**src/rtl/phase_diff.sv**
```systemverilog
// phase_diff: wrapped phase difference of two hydrophone channels.
//   out = in_phase1 - in_phase2, wrapped into (-180, +180] deg, loaded on data_rdy.
// Ports:
//   clk        - system clock, rising edge
//   reset      - synchronous active-high reset, clears out (priority over data_rdy)
//   data_rdy   - one-cycle strobe: inputs valid, compute and load out
//   in_phase1  - channel 1 phase, signed, deg * 2^FRAC
//   in_phase2  - channel 2 phase, signed, deg * 2^FRAC
//   out        - registered wrapped difference, signed, deg * 2^FRAC
module phase_diff #(
  parameter int W    = 19,
  parameter int FRAC = 10
) (
  input  logic         clk,
  input  logic         reset,
  input  logic         data_rdy,
  input  logic [W-1:0] in_phase1,
  input  logic [W-1:0] in_phase2,
  output logic [W-1:0] out
);

  localparam int P180_I = 180 * (2 ** FRAC);
  localparam int P360_I = 360 * (2 ** FRAC);

  localparam logic signed [W:0] P180 = (W+1)'(P180_I);
  localparam logic signed [W:0] N180 = (W+1)'(-P180_I);
  localparam logic signed [W:0] P360 = (W+1)'(P360_I);

  logic signed [W:0]   d;
  logic signed [W:0]   w;
  logic        [W-1:0] out_d;
  logic        [W-1:0] out_q;

  always_comb begin
    // One extra bit so the raw difference can never overflow.
    d = {in_phase1[W-1], in_phase1} - {in_phase2[W-1], in_phase2};

    // Half-open interval: +180 is kept, -180 maps to +180.
    if (d > P180) begin
      w = d - P360;
    end else if (d <= N180) begin
      w = d + P360;
    end else begin
      w = d;
    end

    out_d = out_q;
    if (data_rdy) begin
      out_d = w[W-1:0];
    end
  end

  always_ff @(posedge clk) begin
    if (reset) begin
      out_q <= '0;
    end else begin
      out_q <= out_d;
    end
  end

  assign out = out_q;

endmodule

```
**config.mk**
```make
export PLATFORM = sky130hd
export DESIGN_NAME = phase_diff
export DESIGN_NICKNAME = d
export VERILOG_FILES = /design/src/rtl/phase_diff.sv
export SDC_FILE = /design/constraint.sdc
export NUM_CORES = 1
export LEC_CHECK = 0
export ABC_CLOCK_PERIOD_IN_PS = 4800
export CAP_MARGIN = 0
export CORE_MARGIN = 2
export CORE_UTILIZATION = 47
export CTS_CLUSTER_SIZE = 10
export DETAILED_ROUTE_END_ITERATION = 16
export GPL_ROUTABILITY_DRIVEN = 0
export PLACE_DENSITY = 0.86
export REMOVE_ABC_BUFFERS = 1
export SETUP_SLACK_MARGIN = 0.5
export SYNTH_ARGS = -nofsm -noshare
export SYNTH_HDL_FRONTEND = slang
export SYNTH_SLANG_ARGS = --single-unit
```
**constraint.sdc**
```tcl
create_clock -name clk -period 4.8 [get_ports clk]
set_clock_uncertainty 0.1 [all_clocks]
set_input_delay 0.96 -clock clk [delete_from_list [all_inputs] [get_ports clk]]
set_output_delay 0.96 -clock clk [all_outputs]
set_load 0.005 [all_outputs]
```
After elaboration in Yosys (flattened, before gate mapping) --
Cells that the tools add are included.
Operators by class: bitwise gates (word level) 0, eq/ne operators 0, reduce and logical (&&, ||, !) cells 0, add/sub/neg operators 3, multiplexer cells 2, $mul 0, shifts and indexed selects 0, divide/modulo/power cells 0, order comparisons 2
Operators with widths (count):
- $mux W19 | 2
- $gt A20 B19 Y1 const B | 1
- $le A20 B19 Y1 const B | 1
- $sub A19 B19 Y20 | 1
- $add A19 B19 Y19 const B | 1
- $sub A19 B19 Y19 const B | 1
Word-level totals: logic and storage cells 8, output and inout bits 19, memories kept 0, bits in writable memories 0, latch bits 0, memory bits (read-only) 0, flip-flop bits (word level) 19, input port bits 41

Logic depth before layout (Yosys ltp) --
depth in word-level cells 4, mapped depth 14, gate-level depth less buffers 14

Least setup slack after synthesis --
OpenSTA, ideal clock, no wires.
path type in2reg, from input port in_phase1[0], to register out_q[16], in the netlist out[16], cell stages on the path 14, data required time 4638 ps, setup slack 738 ps, library setup time 62 ps, arrival 3901 ps, buffers on the path 1, cells stage by stage inv_1 -> ha_1 -> fa_1 -> nand2b_1 -> a211oi_4 -> o21a_1 -> o2111ai_1 -> nor4_1 -> a41oi_1 -> a2111o_1 -> a21o_1 -> buf_6 -> o41a_1 -> nand3_1
On the way: word-level cells in the longest chain between the ends 4, elaborated cells between the ends (all ways) 7, those cells by class add/sub: 3; order compare: 2; mux: 2
RTL lines:
- start, declared | line 17 | input logic [W-1:0] in_phase1,
- $sub A19 B19 Y20 * | line 36 | d = {in_phase1[W-1], in_phase1} - {in_phase2[W-1], in_phase2};
- $add A19 B19 Y19 or $le A20 B19 Y1 (tied branches) | line 42, 41
- $mux W19 | line 41 | end else if (d <= N180) begin
- $mux W19 * | line 39 | if (d > P180) begin
- end signal, assigned | line 57 | out_q <= out_d;
- end, declared | line 32 | logic [W-1:0] out_q;
Mark *: on every way between the ends. The rest lies on a longest branch, timed or not. A chain may end at the register's enable or synchronous reset.

Worst setup path after layout --
from input port in_phase2[3], to register out_q[15], in the netlist out[15]
On the way: word-level cells in the longest chain between the ends 4, elaborated cells between the ends (all ways) 7, those cells by class add/sub: 3; order compare: 2; mux: 2
RTL lines:
- start, declared | line 18 | input logic [W-1:0] in_phase2,
- $sub A19 B19 Y20 * | line 36
- $add A19 B19 Y19 or $le A20 B19 Y1 (tied branches) | line 42, 41
- $mux W19 | line 41
- $mux W19 * | line 39
Marks and branches as above.

==> impl_metrics.csv <==
group,metric,value,unit
run_status,outcome,"finished clean",
power,p_per_area,248.4,nW/um2
synth,syn_area_per_cell,7.719,um2
clock_network,clk_pin_slew,0.08,ns
synth,yosys_register_bits,19,
floorplan,die_y,72.18,um
synth,synth_enable_flop_cells,0,
timing,min_period,4.207,ns
timing,relSlewSlack,0.5570,
detailed_routing,drt_iter0_drc,203,
worst_setup_path,worstPathRequired,4.86,ns
layout,fillers,330,
detailed_routing,ant_nets,0,
clock_network,h-tree-depth,1,
timing,hold_ws,0.3607,ns
global_route,grt_util_all_layers,0.2219,
place,dpl.hpwl,4295,um
detailed_routing,vias_per_cell,5.866,
flow_run,drv_cap,0,
timing,setup_tns,0,ns
synth,synthAdderAreaFrac,0.1352,
global_route,grt_pass1_wl,9494,um
synth,syn-cell-area,2185,um2
synth,synth_compound_area_frac,0.3167,
layout,diodes,0,
clock_network,cts_root_buf,"clkbuf_8",
synth,synth_top_family_by_area,"compound AO/OA/AOI/OAI gates",
timing,finalHoldViolations,0,
detailed_routing,drtPass1Iterations,4,
global_route,grt_pass1_vias,2188,
synth,yosys.area_share.simple,0.2320,
detailed_routing,vias,2364,
power,power,0.7767,mW
global_route,grt_max_degree,16,
floorplan,core,4414,um2
worst_setup_path,path_max_fanout,6,
synth,synth_warnings,0,
timing,finalCritPeriodShare,0.8765,
layout,nets,416,
floorplan,die_area,5209,um2
power,p_leak,1.335,nW
floorplan,ios,60,
synth,synth_xor_area_frac,0.05269,
min_path,hold_path_class,"reg -> reg",
synth,syn_inst,283,
clock_network,cts_made_buffers,3,
floorplan,start_util,0.4949,
synth,synthMuxAreaShare,0.02348,
detailed_routing,totalWireLength,6045,um
clock_network,clock-sinks,19,
floorplan,rows,24,
floorplan,die_w,72.18,um
synth,yosys_most_used_dff,"dfxtp_1",
detailed_routing,drc,0,
layout,area_delta_synth_final,43.13,%
clock_network,insertion_delay,0.27,ns
timing,tightest_slew,0.6624,ns
global_route,antenna_found_initial,0,
clock_network,cts_tree,"built",
layout,drive_above_1_share,0.1709,
timing,rsz0062_at_grt,"no",
synth,synth_seq_area_share,0.1741,
place,port-buffer-count,59,
layout,largest_reg_flops,19,
worst_setup_path,critPathKind,"in -> reg",
timing,setup_viol,0,
global_route,grt_overflow,0,
synth,async_flop_share,0,
power,peakVddDrop,0.1190,mV
timing,final_max_slew_viol_count,0,
worst_setup_path,arrival,4.27,ns
timing,fmax,237.7,MHz
synth,ys_types,65,
worst_setup_path,crit_path_end_kind,"register",
clock_network,cts_buffer_depth,2,
worst_setup_path,cp-start-kind,"primary input",
detailed_routing,routedWlPerCell,15.00,um
[cells in the mapped netlist, drive strengths merged, types with 2 or more instances]
cell / number / area, um2
a2111o: 2 / 22.52
a211o: 3 / 27.53
a211oi: 7 / 70.07
a21o: 5 / 37.54
a21oi: 18 / 90.09
a221o: 2 / 20.02
a311oi: 3 / 32.53
a31oi: 3 / 33.78
and2: 6 / 40.04
and3: 5 / 36.28
buf: 3 / 20.01
clkbuf: 3 / 11.26
dfxtp: 19 / 380.4
ha: 22 / 275.3
inv: 30 / 112.6
mux2i: 4 / 40.04
nand2: 20 / 77.58
nand2b: 4 / 25.02
nand3: 9 / 45.04
nand4: 2 / 12.51
nor2: 32 / 125.1
nor2b: 6 / 45.04
nor3: 7 / 35.03
o211a: 2 / 20.02
o211ai: 5 / 42.54
o21a: 8 / 60.06
o21ai: 15 / 78.82
o21bai: 2 / 15.01
o221ai: 3 / 26.28
o41a: 2 / 22.52
or2: 4 / 25.03
or4: 4 / 33.78
xnor2: 7 / 80.08
xor2: 4 / 35.03
[per-layer routing]
metal	up-vias	routed length (um)	track usage
met5	-	0	0
met1	1103	2608	0.2885
met3	12	353	0.02500
met4	0	108	0.05870
li1	1163	-	-
met2	86	2974	0.3884
[power breakdown]
part           total (mW)  internal [mW]  switching, mW
combinational       0.464          0.225          0.239
clock               0.121         0.0595         0.0614
sequential          0.192          0.180         0.0120
total               0.777          0.464          0.313
[worst paths after layout]
check / from / slack [ns] / cells after the start / end
hold reg to reg: out[18] / 0.36 / 2 / out[18]
hold / removal: out[18] / 0.36 / 2 / out[18]
setup reg to reg: out[17] / 3.89 / 3 / out[17]
setup / recovery: in_phase2[3] / 0.59 / 15 / out[15]
[worst max-delay path: stages]
cell and delay [ns]:
clkdlybuf4s50_1 0.45, inv_1 0.06, ha_4 0.22, nor2_1 0.27
a211oi_4 0.09, buf_4 0.17, o211ai_1 0.23, a211oi_2 0.14
nor4_2 0.31, a41oi_2 0.17, a2111o_1 0.50, a21o_4 0.27
buf_6 0.13, o221ai_1 0.19, nand3_1 0.09
[layout make-up]
| type | instances | area, um2 | share of cell area |
|---|---|---|---|
| sequential | 19 | 380.4 | 0.1216 |
| multi-input combinational | 229 | 1844 | 0.5898 |
| inverter | 30 | 112.6 | 0.03601 |
| tap | 52 | 65.06 | 0.02081 |
| clock buffer | 4 | 45.04 | 0.01441 |
| timing repair buffer | 69 | 679.4 | 0.2173 |
[placed cells by master (no fill, tap or decap), drive strengths merged, types with 3 or more instances in the layout]
| master | instances |
|---|---|
| a211o | 3 |
| a211oi | 7 |
| a21o | 5 |
| a21oi | 18 |
| a311oi | 3 |
| a31oi | 4 |
| and2 | 6 |
| and3 | 5 |
| buf | 10 |
| clkbuf | 4 |
| clkdlybuf4s50 | 55 |
| dfxtp | 19 |
| dlymetal6s2s | 3 |
| ha | 22 |
| inv | 30 |
| mux2i | 4 |
| nand2 | 20 |
| nand2b | 4 |
| nand3 | 9 |
| nor2 | 32 |
| nor2b | 6 |
| nor3 | 7 |
| o211ai | 5 |
| o21a | 8 |
| o21ai | 15 |
| o221ai | 3 |
| or2 | 4 |
| or4 | 4 |
| xnor2 | 7 |
| xor2 | 4 |
[through the flow]
step	instances	setup slack (ns)	area (um2)	util
2_1_floorplan	277	0.7707	2153	-
3_5_place_dp	391	0.03477	2831	0.6414
3_3_place_gp	391	0.1213	2831	0.6414
6_report	403	0.5929	3127	0.7083
4_1_cts	397	0.5506	2929	0.6635
5_1_grt	403	0.4753	3127	0.7083
[logic make-up (layout without fill, tap and decap cells)]
logic type               count (synthesis)  after routing
AO/OA/AOI/OAI                           89             90
XOR/XNOR                                11             11
adder cells (fa/ha/maj)                 23             23
buffers and inverters                   36            103
flip-flops                              19             19
multiplexers                             5              5
AND/OR/NAND/NOR                        100            100
[repair_timing]
item                                    in CTS  in global routing
hold buffers                                 0                  0
resized for setup                            9                 30
buffers inserted                             2                  5
pin swaps                                   10                 19
cloned                                       0                  1
endpoints found under the setup margin       6                  6
(Power assumes the default switching activity.)
